===== config.mk =====
export PLATFORM = sky130hd
export DESIGN_NAME = player_motion_ctl
export DESIGN_NICKNAME = d
export VERILOG_FILES = /design/src/rtl/player_motion_ctl.sv
export SDC_FILE = /design/constraint.sdc
export NUM_CORES = 1
export LEC_CHECK = 0
export BUFFER_PORTS_ARGS = -buffer_cell sky130_fd_sc_hd__buf_2
export CAP_MARGIN = 10
export CORE_ASPECT_RATIO = 1.1
export CORE_MARGIN = 3
export CORE_UTILIZATION = 35
export CTS_CLUSTER_SIZE = 8
export DETAILED_ROUTE_END_ITERATION = 10
export HOLD_SLACK_MARGIN = 0.1
export SKIP_CTS_REPAIR_TIMING = 1
export SYNTH_ARGS = -nofsm -noshare
export SYNTH_HDL_FRONTEND = slang
export SYNTH_SLANG_ARGS = --single-unit

===== constraint.sdc =====
create_clock -name clk_40 -period 2.47 [get_ports clk_40]
set_clock_uncertainty 0.05 [all_clocks]
set_input_delay 0.1235 -clock clk_40 [delete_from_list [all_inputs] [get_ports clk_40]]
set_output_delay 0.1235 -clock clk_40 [all_outputs]
set_load 0.01 [all_outputs]

===== src/rtl/player_motion_ctl.sv =====
// player_motion_ctl
//   Advances the sprite position of NUM_PLAYERS independent players once per
//   video frame (rising edge of v_tick) in the clk_40 domain. Each channel
//   saturates horizontal motion at X_MIN/X_MAX and runs a GROUND/RISE/FALL
//   jump state machine.
//
// Ports
//   clk_40       pixel clock, the only clock
//   rst          asynchronous active-high reset
//   v_tick       vsync level; its rising edge is the frame tick
//   enable       high while playing; low freezes all motion
//   restart      one-cycle request to return all players to reset positions
//   m_left       per-player move-left request  (bit i = player i)
//   m_right      per-player move-right request
//   jump         per-player jump request
//   xpos_player  packed x positions, player i at [i*PW +: PW]
//   ypos_player  packed y positions, same packing
//   airborne     per-player flag, high while not in GROUND
//   frame_done   one-cycle pulse marking a position update
module player_motion_ctl #(
    parameter int unsigned NUM_PLAYERS = 2,
    parameter int unsigned PW          = 12,
    parameter int unsigned X_MIN       = 0,
    parameter int unsigned X_MAX       = 768,
    parameter int unsigned X_SPACING   = 200,
    parameter int unsigned Y_FLOOR     = 536,
    parameter int unsigned STEP        = 4,
    parameter int unsigned JUMP_STEP   = 4,
    parameter int unsigned JUMP_HEIGHT = 96
) (
    input  logic                      clk_40,
    input  logic                      rst,
    input  logic                      v_tick,
    input  logic                      enable,
    input  logic                      restart,
    input  logic [NUM_PLAYERS-1:0]    m_left,
    input  logic [NUM_PLAYERS-1:0]    m_right,
    input  logic [NUM_PLAYERS-1:0]    jump,
    output logic [NUM_PLAYERS*PW-1:0] xpos_player,
    output logic [NUM_PLAYERS*PW-1:0] ypos_player,
    output logic [NUM_PLAYERS-1:0]    airborne,
    output logic                      frame_done
);

    typedef enum logic [1:0] {
        GROUND,
        RISE,
        FALL
    } jump_state_t;

    // Comparisons are done one bit wider than PW so additions cannot wrap.
    localparam logic [PW:0]   X_MIN_W     = (PW+1)'(X_MIN);
    localparam logic [PW:0]   X_MAX_W     = (PW+1)'(X_MAX);
    localparam logic [PW:0]   STEP_W      = (PW+1)'(STEP);
    localparam logic [PW:0]   JSTEP_W     = (PW+1)'(JUMP_STEP);
    localparam logic [PW:0]   Y_FLOOR_W   = (PW+1)'(Y_FLOOR);
    localparam logic [PW:0]   Y_APEX_W    = (PW+1)'(Y_FLOOR - JUMP_HEIGHT);
    localparam logic [PW-1:0] X_MIN_P     = PW'(X_MIN);
    localparam logic [PW-1:0] X_MAX_P     = PW'(X_MAX);
    localparam logic [PW-1:0] STEP_P      = PW'(STEP);
    localparam logic [PW-1:0] JSTEP_P     = PW'(JUMP_STEP);
    localparam logic [PW-1:0] Y_FLOOR_P   = PW'(Y_FLOOR);
    localparam logic [PW-1:0] Y_APEX_P    = PW'(Y_FLOOR - JUMP_HEIGHT);

    logic [PW-1:0]          x_q  [NUM_PLAYERS];
    logic [PW-1:0]          x_d  [NUM_PLAYERS];
    logic [PW-1:0]          y_q  [NUM_PLAYERS];
    logic [PW-1:0]          y_d  [NUM_PLAYERS];
    jump_state_t            st_q [NUM_PLAYERS];
    jump_state_t            st_d [NUM_PLAYERS];
    logic [NUM_PLAYERS-1:0] air_q;
    logic [NUM_PLAYERS-1:0] air_d;
    logic                   v_tick_q;
    logic                   frame_done_q;
    logic                   frame_done_d;
    logic                   tick;

    function automatic logic [PW-1:0] reset_x(input int unsigned idx);
        return PW'(X_MIN + idx * X_SPACING);
    endfunction

    assign tick = v_tick & ~v_tick_q;

    always_comb begin
        frame_done_d = tick & enable & ~restart;
        air_d        = '0;
        for (int unsigned i = 0; i < NUM_PLAYERS; i++) begin
            x_d[i]  = x_q[i];
            y_d[i]  = y_q[i];
            st_d[i] = st_q[i];
            if (restart) begin
                x_d[i]  = reset_x(i);
                y_d[i]  = Y_FLOOR_P;
                st_d[i] = GROUND;
            end else if (tick && enable) begin
                if (m_left[i] && !m_right[i]) begin
                    x_d[i] = ({1'b0, x_q[i]} < X_MIN_W + STEP_W) ? X_MIN_P
                                                                 : x_q[i] - STEP_P;
                end else if (m_right[i] && !m_left[i]) begin
                    x_d[i] = ({1'b0, x_q[i]} + STEP_W >= X_MAX_W) ? X_MAX_P
                                                                  : x_q[i] + STEP_P;
                end
                unique case (st_q[i])
                    GROUND: begin
                        if (jump[i]) begin
                            y_d[i]  = y_q[i] - JSTEP_P;
                            st_d[i] = RISE;
                        end
                    end
                    RISE: begin
                        // y - JUMP_STEP <= apex, rearranged to avoid underflow
                        if ({1'b0, y_q[i]} <= Y_APEX_W + JSTEP_W) begin
                            y_d[i]  = Y_APEX_P;
                            st_d[i] = FALL;
                        end else begin
                            y_d[i]  = y_q[i] - JSTEP_P;
                        end
                    end
                    FALL: begin
                        if ({1'b0, y_q[i]} + JSTEP_W >= Y_FLOOR_W) begin
                            y_d[i]  = Y_FLOOR_P;
                            st_d[i] = GROUND;
                        end else begin
                            y_d[i]  = y_q[i] + JSTEP_P;
                        end
                    end
                    default: begin
                        y_d[i]  = Y_FLOOR_P;
                        st_d[i] = GROUND;
                    end
                endcase
            end
            air_d[i] = (st_d[i] != GROUND);
        end
    end

    always_ff @(posedge clk_40 or posedge rst) begin
        if (rst) begin
            // Held at 1 so a v_tick already high at reset release is not a tick
            v_tick_q     <= 1'b1;
            frame_done_q <= 1'b0;
            air_q        <= '0;
            for (int unsigned i = 0; i < NUM_PLAYERS; i++) begin
                x_q[i]  <= reset_x(i);
                y_q[i]  <= Y_FLOOR_P;
                st_q[i] <= GROUND;
            end
        end else begin
            v_tick_q     <= v_tick;
            frame_done_q <= frame_done_d;
            air_q        <= air_d;
            for (int unsigned i = 0; i < NUM_PLAYERS; i++) begin
                x_q[i]  <= x_d[i];
                y_q[i]  <= y_d[i];
                st_q[i] <= st_d[i];
            end
        end
    end

    always_comb begin
        xpos_player = '0;
        ypos_player = '0;
        for (int unsigned i = 0; i < NUM_PLAYERS; i++) begin
            xpos_player[i*PW +: PW] = x_q[i];
            ypos_player[i*PW +: PW] = y_q[i];
        end
    end

    assign airborne   = air_q;
    assign frame_done = frame_done_q;

endmodule


; After elaboration in Yosys (flattened, before gate mapping)
; Index checks and enable logic that the tools add are counted.
[op_classes]
add_sub_neg = 12
order_cmp = 8
n_eq_ne = 6
n_mux = 36
n_bitwise = 5
reduce_logical = 20
[ops]
columns = operator, count
row1 = 12-bit 2-to-1 mux, 22
row2 = 12-bit one-hot mux with 3 select lines, 2
row3 = "12-bit by 3-bit adder with 13-bit output, second input constant", 4
row4 = "13-bit by 10-bit greater-or-equal comparator with 1-bit output, second input constant", 4
row5 = "12-bit by 3-bit adder with 12-bit output, second input constant", 4
row6 = "12-bit by 3-bit subtractor with 12-bit output, second input constant", 4
row7 = "12-bit by 9-bit less-or-equal comparator with 1-bit output, second input constant", 2
row8 = "12-bit by 3-bit less-than comparator with 1-bit output, second input constant", 2
row9 = 2-bit 2-to-1 mux, 10
row10 = 2-bit one-hot mux with 3 select lines, 2
row11 = 2-bit AND reduction, 4
row12 = "3-bit inequality test, second input constant", 2
row13 = 2-bit nonzero test, 3
row14 = 3-bit nonzero test, 2
row15 = 1-bit logical AND, 5
row16 = "2-bit by 1-bit == test with 1-bit output, second input constant", 2
row17 = "2-bit == test, second input constant", 2
row18 = 1-bit zero test, 4
row19 = 2-bit zero test, 2
row20 = 1-bit AND, 3
row21 = 1-bit NOT, 2
[word_totals]
ff_bits = 56
out_inout_bits = 51
elab_cells = 96

; Depth between registers and ports, before layout
; Gate-level depths: netlist (run 1).
[depth]
ltp_word = 7
ltp_mapped = 9
mapped_depth_nobuf = 8

; Worst setup path before layout (run 1)
; No wires, ideal clock.
[synth_path]
path_type = register -> register
start = register y_q (netlist bit ypos_player[3])
end = register y_q (netlist bit ypos_player[5])
setup_time_ns = 0.116
arrival_ns = 2.393
slack_ns = -0.088
path_stages_with_launch = 9
period_less_slack_ns = 2.558
cell_sequence = dfstp_2 > inv_1 > ha_1 > or2_2 > maj3_1 > o21ai_0 > a41o_1 > nand3_1 > o311ai_0
[synth_between]
elab_chain_cells = 6
[synth_lines]
columns = element, line
row1 = "start, declared", 67  ; logic [PW-1:0] y_q [NUM_PLAYERS];
row2 = "start signal, assigned by index", 154  ; y_q[i] <= y_d[i];
row3 = 12-bit by 3-bit adder with 13-bit output, 120  ; if ({1'b0, y_q[i]} + JSTEP_W >= Y_FLOOR_W) begin
row4 = 13-bit by 10-bit greater-or-equal comparator with 1-bit output, 120
row5 = 12-bit 2-to-1 mux, 120
row6 = 12-bit one-hot mux with 3 select lines (*), 103  ; unique case (st_q[i])
row7 = 12-bit 2-to-1 mux (*), 95  ; end else if (tick && enable) begin
row8 = 12-bit 2-to-1 mux (*), 91  ; if (restart) begin
; Every way passes the cells marked *; elsewhere a longest branch is shown, timed or not. The select of a mux whose other input is x is not followed.
; A chain may end at the register's enable or synchronous reset.

; Worst setup path in the final report (run 1)
[layout_path]
start = register y_q (netlist bit ypos_player[15])
end = register y_q (netlist bit ypos_player[18])
; Same word-level chain as after synthesis.

==> flow_metrics.env, run 1 <==
export IMPL_power_density_nw_per_um2=585
export IMPL_worstPathRequired_ps=2650
export IMPL_p_sw_frac=0.335
export IMPL_via_per_inst=5.66
export IMPL_clock_sinks=48
export IMPL_grt_max_degree=32
export IMPL_finalSetupViolCount=0
export IMPL_preCtsSetupSlack_ps=48.3
export IMPL_synth_warnings=0
export IMPL_crit_fanout=8
export IMPL_mostFrequentLayoutCells="buf_2 (53), o21ai_0 (45), nor2_1 (44)"
export IMPL_ys_seq_area_frac=0.307
export IMPL_maxSlewHeadroom=0.486
export IMPL_avgSynthCellArea_um2=7.93
export IMPL_yosysTopAreaCellShare=0.240
export IMPL_clock_latency_ps=290
export IMPL_start_util=0.361
export IMPL_track_usage=0.171
export IMPL_antenna_found_initial=0
export IMPL_p_sw_mw=0.940
export IMPL_ios=62
export IMPL_status="finished, final reports clean"
export IMPL_ys_seq_elements=48
export IMPL_r2r_start="ypos_player[15]"
export IMPL_grt_ovfl_total=0
export IMPL_numCtsBuffers=5
export IMPL_clkTransAtPathRegs_ps=70
export IMPL_hold_viol=0
export IMPL_cts_root_buf="clkbuf_16"
export IMPL_finalWorstSetupSlack_ps=98.9
export IMPL_firstDrtPassIters=5
export IMPL_layout_cells_most_common="buf_2"
export IMPL_grt_pass1_vias=3627
export IMPL_synth_edf_count=0
export IMPL_holdWs_ps=126
export IMPL_drcViolationCount=0
export IMPL_min_period_ps=2370
export IMPL_path_class="reg2reg"
export IMPL_wl_per_cell_um=15.6
export IMPL_comb_power_share=0.343
export IMPL_synthDistinctLibCells=75
export IMPL_min_path_type="in2reg"
export IMPL_report_final_slew_viol_count=0
export IMPL_drt_total_wl_um=11100
export IMPL_drt_iter0_markers=300
export IMPL_fp_row_count=40
export IMPL_synthFlopType="dfrtp_1"
export IMPL_diodes=0
export IMPL_intPower_mw=1.86
export IMPL_syn_inst=499
export IMPL_h_tree_depth=2
export IMPL_core_area_um2=11000
export IMPL_io_buffers=53
export IMPL_p_leak_nw=2.05
export IMPL_worstMarginPinSlew_ps=766
export IMPL_seq_power_share=0.337
export IMPL_fin_nets=589
export IMPL_synth_area_um2=3960
export IMPL_max_clock_freq_mhz=422
export IMPL_die_area_um2=12600
export IMPL_synth_largest_area_cell="dfrtp_1"
export IMPL_die_w_um=107
export IMPL_cap_violations=0
export IMPL_fin_crit_sh=0.960
export IMPL_grt_pass1_wl_um=18100
export IMPL_min_delay_start="jump[1]"
export IMPL_async_reset_ff_frac=1.00
export IMPL_syn2layout_area_growth_pct=21.0
export IMPL_synth_area_leaders="dfrtp_1 (24%), dfstp_2 (6.6%), o21ai_0 (5.8%), nor2_1 (4.3%), a21oi_1 (3.9%)"
export IMPL_cp_startpoint="ypos_player[15]"
export IMPL_p_clk_frac=0.320
export IMPL_place_congestion=0.904
export IMPL_cp_end_kind="flop"
export IMPL_die_h_um=118
export IMPL_cts_tree="done"
export IMPL_drive_gt1_frac=0.243
export IMPL_worstPathArrival_ps=2550
export IMPL_vias=4049
export IMPL_clockBufferDepth=2
export IMPL_peakVddDrop_v=0.000348
export IMPL_post_dp_hpwl_um=8220
export IMPL_final_antenna_net_count=0
export IMPL_critPathLaunchType="flop"
-- metal layers --
metal / up-vias / global-route usage / share of wire
met5: - / 0 / 0
met4: 0 / 0.0458 / 0.014
met3: 14 / 0.0285 / 0.069
met2: 146 / 0.270 / 0.47
met1: 1925 / 0.243 / 0.45
li1: 1964 / - / -
-- sequential cells by signal, indices dropped and copies added, names as in the netlist --
register	count
frame_done	1
xpos_player	20
st_q	4
ypos_player	20
airborne	2
v_tick_q	1
-- kinds of logic (layout without fill, tap and decap cells) --
kind of cell / after synthesis / count (layout) / share of synthesized area
xor+xnor: 20 / 20 / 0.0442
simple gates: 209 / 209 / 0.288
flops: 48 / 48 / 0.307
buf+inv: 59 / 122 / 0.0708
mux: 3 / 3 / 0.00790
compound gates: 148 / 148 / 0.247
fa+ha+maj: 11 / 11 / 0.0341
other cells: 1 / 8 / 0.000947
-- final cells by class --
class                      count  area (µm²)
clock buffer                   6         129
clock inverter                 2        60.1
fill                        1098        6170
inverter                      20        75.1
multi-input combinational    399        2550
sequential                    48        1210
tap                          147         184
timing repair buffer          94         578
-- metrics by stage --
| step | utilization | setup TNS, ps | area, µm² | power [mW] | std cells |
|---|---|---|---|---|---|
| finish | 0.437 | 0 | 4790 | 2.80 | 716 |
| global route | 0.437 | -31.8 | 4790 | 2.95 | 716 |
| CTS | 0.429 | 0 | 4710 | 2.78 | 711 |
| detailed placement | 0.412 | 0 | 4520 | 1.87 | 703 |
| global placement | 0.412 | 0 | 4520 | 1.85 | 703 |
| floorplan | - | 0 | 4000 | 1.56 | 506 |
-- cells in the mapped netlist (11+ instances only) --
library cell,instances
buf_2,11
dfrtp_1,38
a21oi_1,31
inv_1,20
clkbuf_1,17
nor2_1,45
xnor2_1,12
a31oi_1,12
o21ai_0,46
nor3_1,14
nand3_1,24
nand2_1,40
-- power groups by stage --
| stage | combinational [mW] | clock, mW | sequential (mW) |
|---|---|---|---|
| 6_report | 0.961 | 0.897 | 0.946 |
| 5_1_grt | 1.05 | 0.943 | 0.958 |
| 2_1_floorplan | 0.619 | 0 | 0.946 |
| 3_3_place_gp | 0.890 | 0 | 0.957 |
| 3_5_place_dp | 0.915 | 0 | 0.959 |
| 4_1_cts | 0.919 | 0.914 | 0.945 |
-- worst max-delay path, cell delays in order (launching register included) --
cell	delay, ps
dfstp_2	570
inv_1	70
ha_1	310
nor2_1	140
nor2_1	90
a2111oi_4	390
o311ai_4	200
buf_4	190
o211ai_1	150
o31a_1	160
-- worst paths after layout --
check	slack (ps)	cells after the start	endpoint
min in group asynchronous	440	3	ypos_player[5]
max in group asynchronous	1230	4	xpos_player[18]
worst min-delay path	130	4	ypos_player[21]
worst max register to register	100	9	ypos_player[18]
worst max-delay path	100	9	ypos_player[18]
worst min register to register	490	2	xpos_player[15]
Power figures use the tool's default switching activity.
==> inputs of run 2 (changes only) <==
--- a/config.mk
+++ b/config.mk
@@ -10,6 +10,7 @@
 export CORE_ASPECT_RATIO = 1.1
 export CORE_MARGIN = 3
 export CORE_UTILIZATION = 35
+export CTS_BUF_LIST = sky130_fd_sc_hd__clkbuf_4 sky130_fd_sc_hd__clkbuf_8
 export CTS_CLUSTER_SIZE = 8
 export DETAILED_ROUTE_END_ITERATION = 10
 export HOLD_SLACK_MARGIN = 0.1
==> constraint.sdc (replaced) <==
create_clock -name clk_40 -period 3.02 [get_ports clk_40]
set_clock_uncertainty 0.05 [all_clocks]
set_input_delay 0.151 -clock clk_40 [delete_from_list [all_inputs] [get_ports clk_40]]
set_output_delay 0.151 -clock clk_40 [all_outputs]
set_load 0.01 [all_outputs]
==> run 2 against run 1 <==
  * Cell area is 7.6% lower
  * Cell count is 4.5% lower
  * Utilization is 3.3 points lower
  * Die area stayed put
  * Worst setup slack better by 270 ps
  * Sequential share of layout area is 2.1 points higher
  * Via count is 4.2% lower
==> flow_metrics.env, run 2 (synthesis results as in run 1) <==
export IMPL_seq_power_share=0.417
export IMPL_crit_chain="inv_1, ha_1, or2_2, maj3_1, o21ai_0, a41o_1, nand3_1, o311ai_0"
export IMPL_peakVddDrop_v=0.000156
export IMPL_power_density_nw_per_um2=439
export IMPL_worstPathArrival_ps=2790
export IMPL_cts_tree="done"
export IMPL_grt_pass1_wl_um=17600
export IMPL_wl_per_cell_um=15.3
export IMPL_drt_total_wl_um=10500
export IMPL_hold_viol=0
export IMPL_clockBufferDepth=2
export IMPL_slowest_stage="dfstp_2"
export IMPL_p_clk_frac=0.262
export IMPL_worstRegToRegCells=8
export IMPL_worstMarginPinSlew_ps=814
export IMPL_drt_iter0_markers=251
export IMPL_drcViolationCount=0
export IMPL_io_buffers=53
export IMPL_clock_sinks=48
export IMPL_numCtsBuffers=5
export IMPL_firstDrtPassIters=4
export IMPL_final_antenna_net_count=0
export IMPL_min_path_type="in2reg"
export IMPL_intPower_mw=1.25
export IMPL_post_dp_hpwl_um=7690
export IMPL_clkTransAtPathRegs_ps=100
export IMPL_whs_path_depth=4
export IMPL_diodes=0
export IMPL_ios=62
export IMPL_tns_ps=0
export IMPL_grt_ovfl_total=0
export IMPL_die_w_um=107
export IMPL_mostFrequentLayoutCells="buf_2 (53), o21ai_0 (46), nor2_1 (45)"
export IMPL_crit_fanout=9
export IMPL_path_class="reg2reg"
export IMPL_track_usage=0.166
export IMPL_syn2layout_area_growth_pct=11.9
export IMPL_maxSlewHeadroom=0.453
export IMPL_postPlaceCellArea_um2=4280
export IMPL_report_final_slew_viol_count=0
export IMPL_finalSetupViolCount=0
export IMPL_drive_gt1_frac=0.182
export IMPL_slowest_delay_ps=610
export IMPL_fp_row_count=40
export IMPL_critPathLaunchType="flop"
export IMPL_h_tree_depth=2
export IMPL_clock_latency_ps=310
export IMPL_post_route_cell_area_um2=4430
export IMPL_max_clock_freq_mhz=377
export IMPL_p_sw_mw=0.690
export IMPL_start_util=0.361
export IMPL_core_area_um2=11000
export IMPL_antenna_found_initial=0
export IMPL_comb_power_share=0.321
export IMPL_grt_pass1_vias=3649
export IMPL_via_per_inst=5.67
export IMPL_min_period_ps=2650
export IMPL_p_sw_frac=0.355
export IMPL_vias=3878
export IMPL_worstPathRequired_ps=3160
export IMPL_grt_max_degree=29
export IMPL_layout_cells_most_common="buf_2"
export IMPL_place_congestion=0.886
export IMPL_die_h_um=118
export IMPL_p_leak_nw=1.86
export IMPL_cp_end_kind="flop"
export IMPL_fin_nets=557
export IMPL_cap_violations=0
export IMPL_status="finished, final reports clean"
export IMPL_die_area_um2=12600
export IMPL_fin_crit_sh=0.879
export IMPL_rsz0062_at_grt="false"
export IMPL_cts_root_buf="clkbuf_8"
-- run 2: changes by cell type in the layout (fill, tap and decap cells not counted), moves of 2 or more --
cell / change
buf_4: -32
clkbuf_16: -5
clkbuf_8: +7
nand3_1: +2
nand3_2: -2
nor3_1: +2
nor3_2: -2
-- run 2: worst paths after layout --
| path | start | end | slack [ps] |
|---|---|---|---|
| worst max-delay path | ypos_player[3] | ypos_player[5] | 370 |
| worst min-delay path | jump[1] | ypos_player[21] | 150 |
| worst max register to register | ypos_player[3] | ypos_player[5] | 370 |
| worst min register to register | ypos_player[9] | ypos_player[9] | 510 |
| max in group asynchronous | rst | v_tick_q | 1710 |
| min in group asynchronous | rst | xpos_player[3] | 420 |
-- run 2: area by class of cell --
| class | instances | area, µm² |
|---|---|---|
| repair buffers | 62 | 338 |
| well taps | 147 | 184 |
| multi-input cells | 399 | 2490 |
| clock inverters | 1 | 30.0 |
| fillers | 1127 | 6530 |
| inverters | 20 | 75.1 |
| clock buffers | 7 | 96.3 |
| flip-flops and latches | 48 | 1210 |
-- run 2: per-layer routing --
metal  GRT usage  vias up  wire (µm)
met4      0.0434        0        123
li1            -     1902          -
met1       0.239     1852       4900
met2       0.258      110       4860
met5           0        -          0
met3      0.0269       14        577
-- run 2: power by group through the flow --
stage / registers, mW / logic (mW) / clock network, mW
4_1_cts: 0.810 / 0.618 / 0.530
3_5_place_dp: 0.821 / 0.615 / 0
3_3_place_gp: 0.817 / 0.607 / 0
2_1_floorplan: 0.773 / 0.494 / 0
5_1_grt: 0.828 / 0.695 / 0.555
6_report: 0.811 / 0.623 / 0.508
-- run 2: worst max-delay path: cells and delay by family, from the launching register on --
family | cells | cell delay, ps
AO/OA/AOI/OAI | 3 | 710
flip-flops | 1 | 610
buffers and inverters | 1 | 80
adder cells (fa/ha/maj) | 2 | 620
AND/OR/NAND/NOR | 2 | 450
-- run 2: metrics by stage --
stage	total power, mW	hold slack (ps)	cells	util	setup WS (ps)
floorplan	1.27	105	506	-	462
global placement	1.42	243	674	0.391	498
detailed placement	1.44	238	674	0.391	399
CTS	1.96	-106	682	0.402	365
global route	2.08	214	684	0.404	227
finish	1.94	154	684	0.404	366
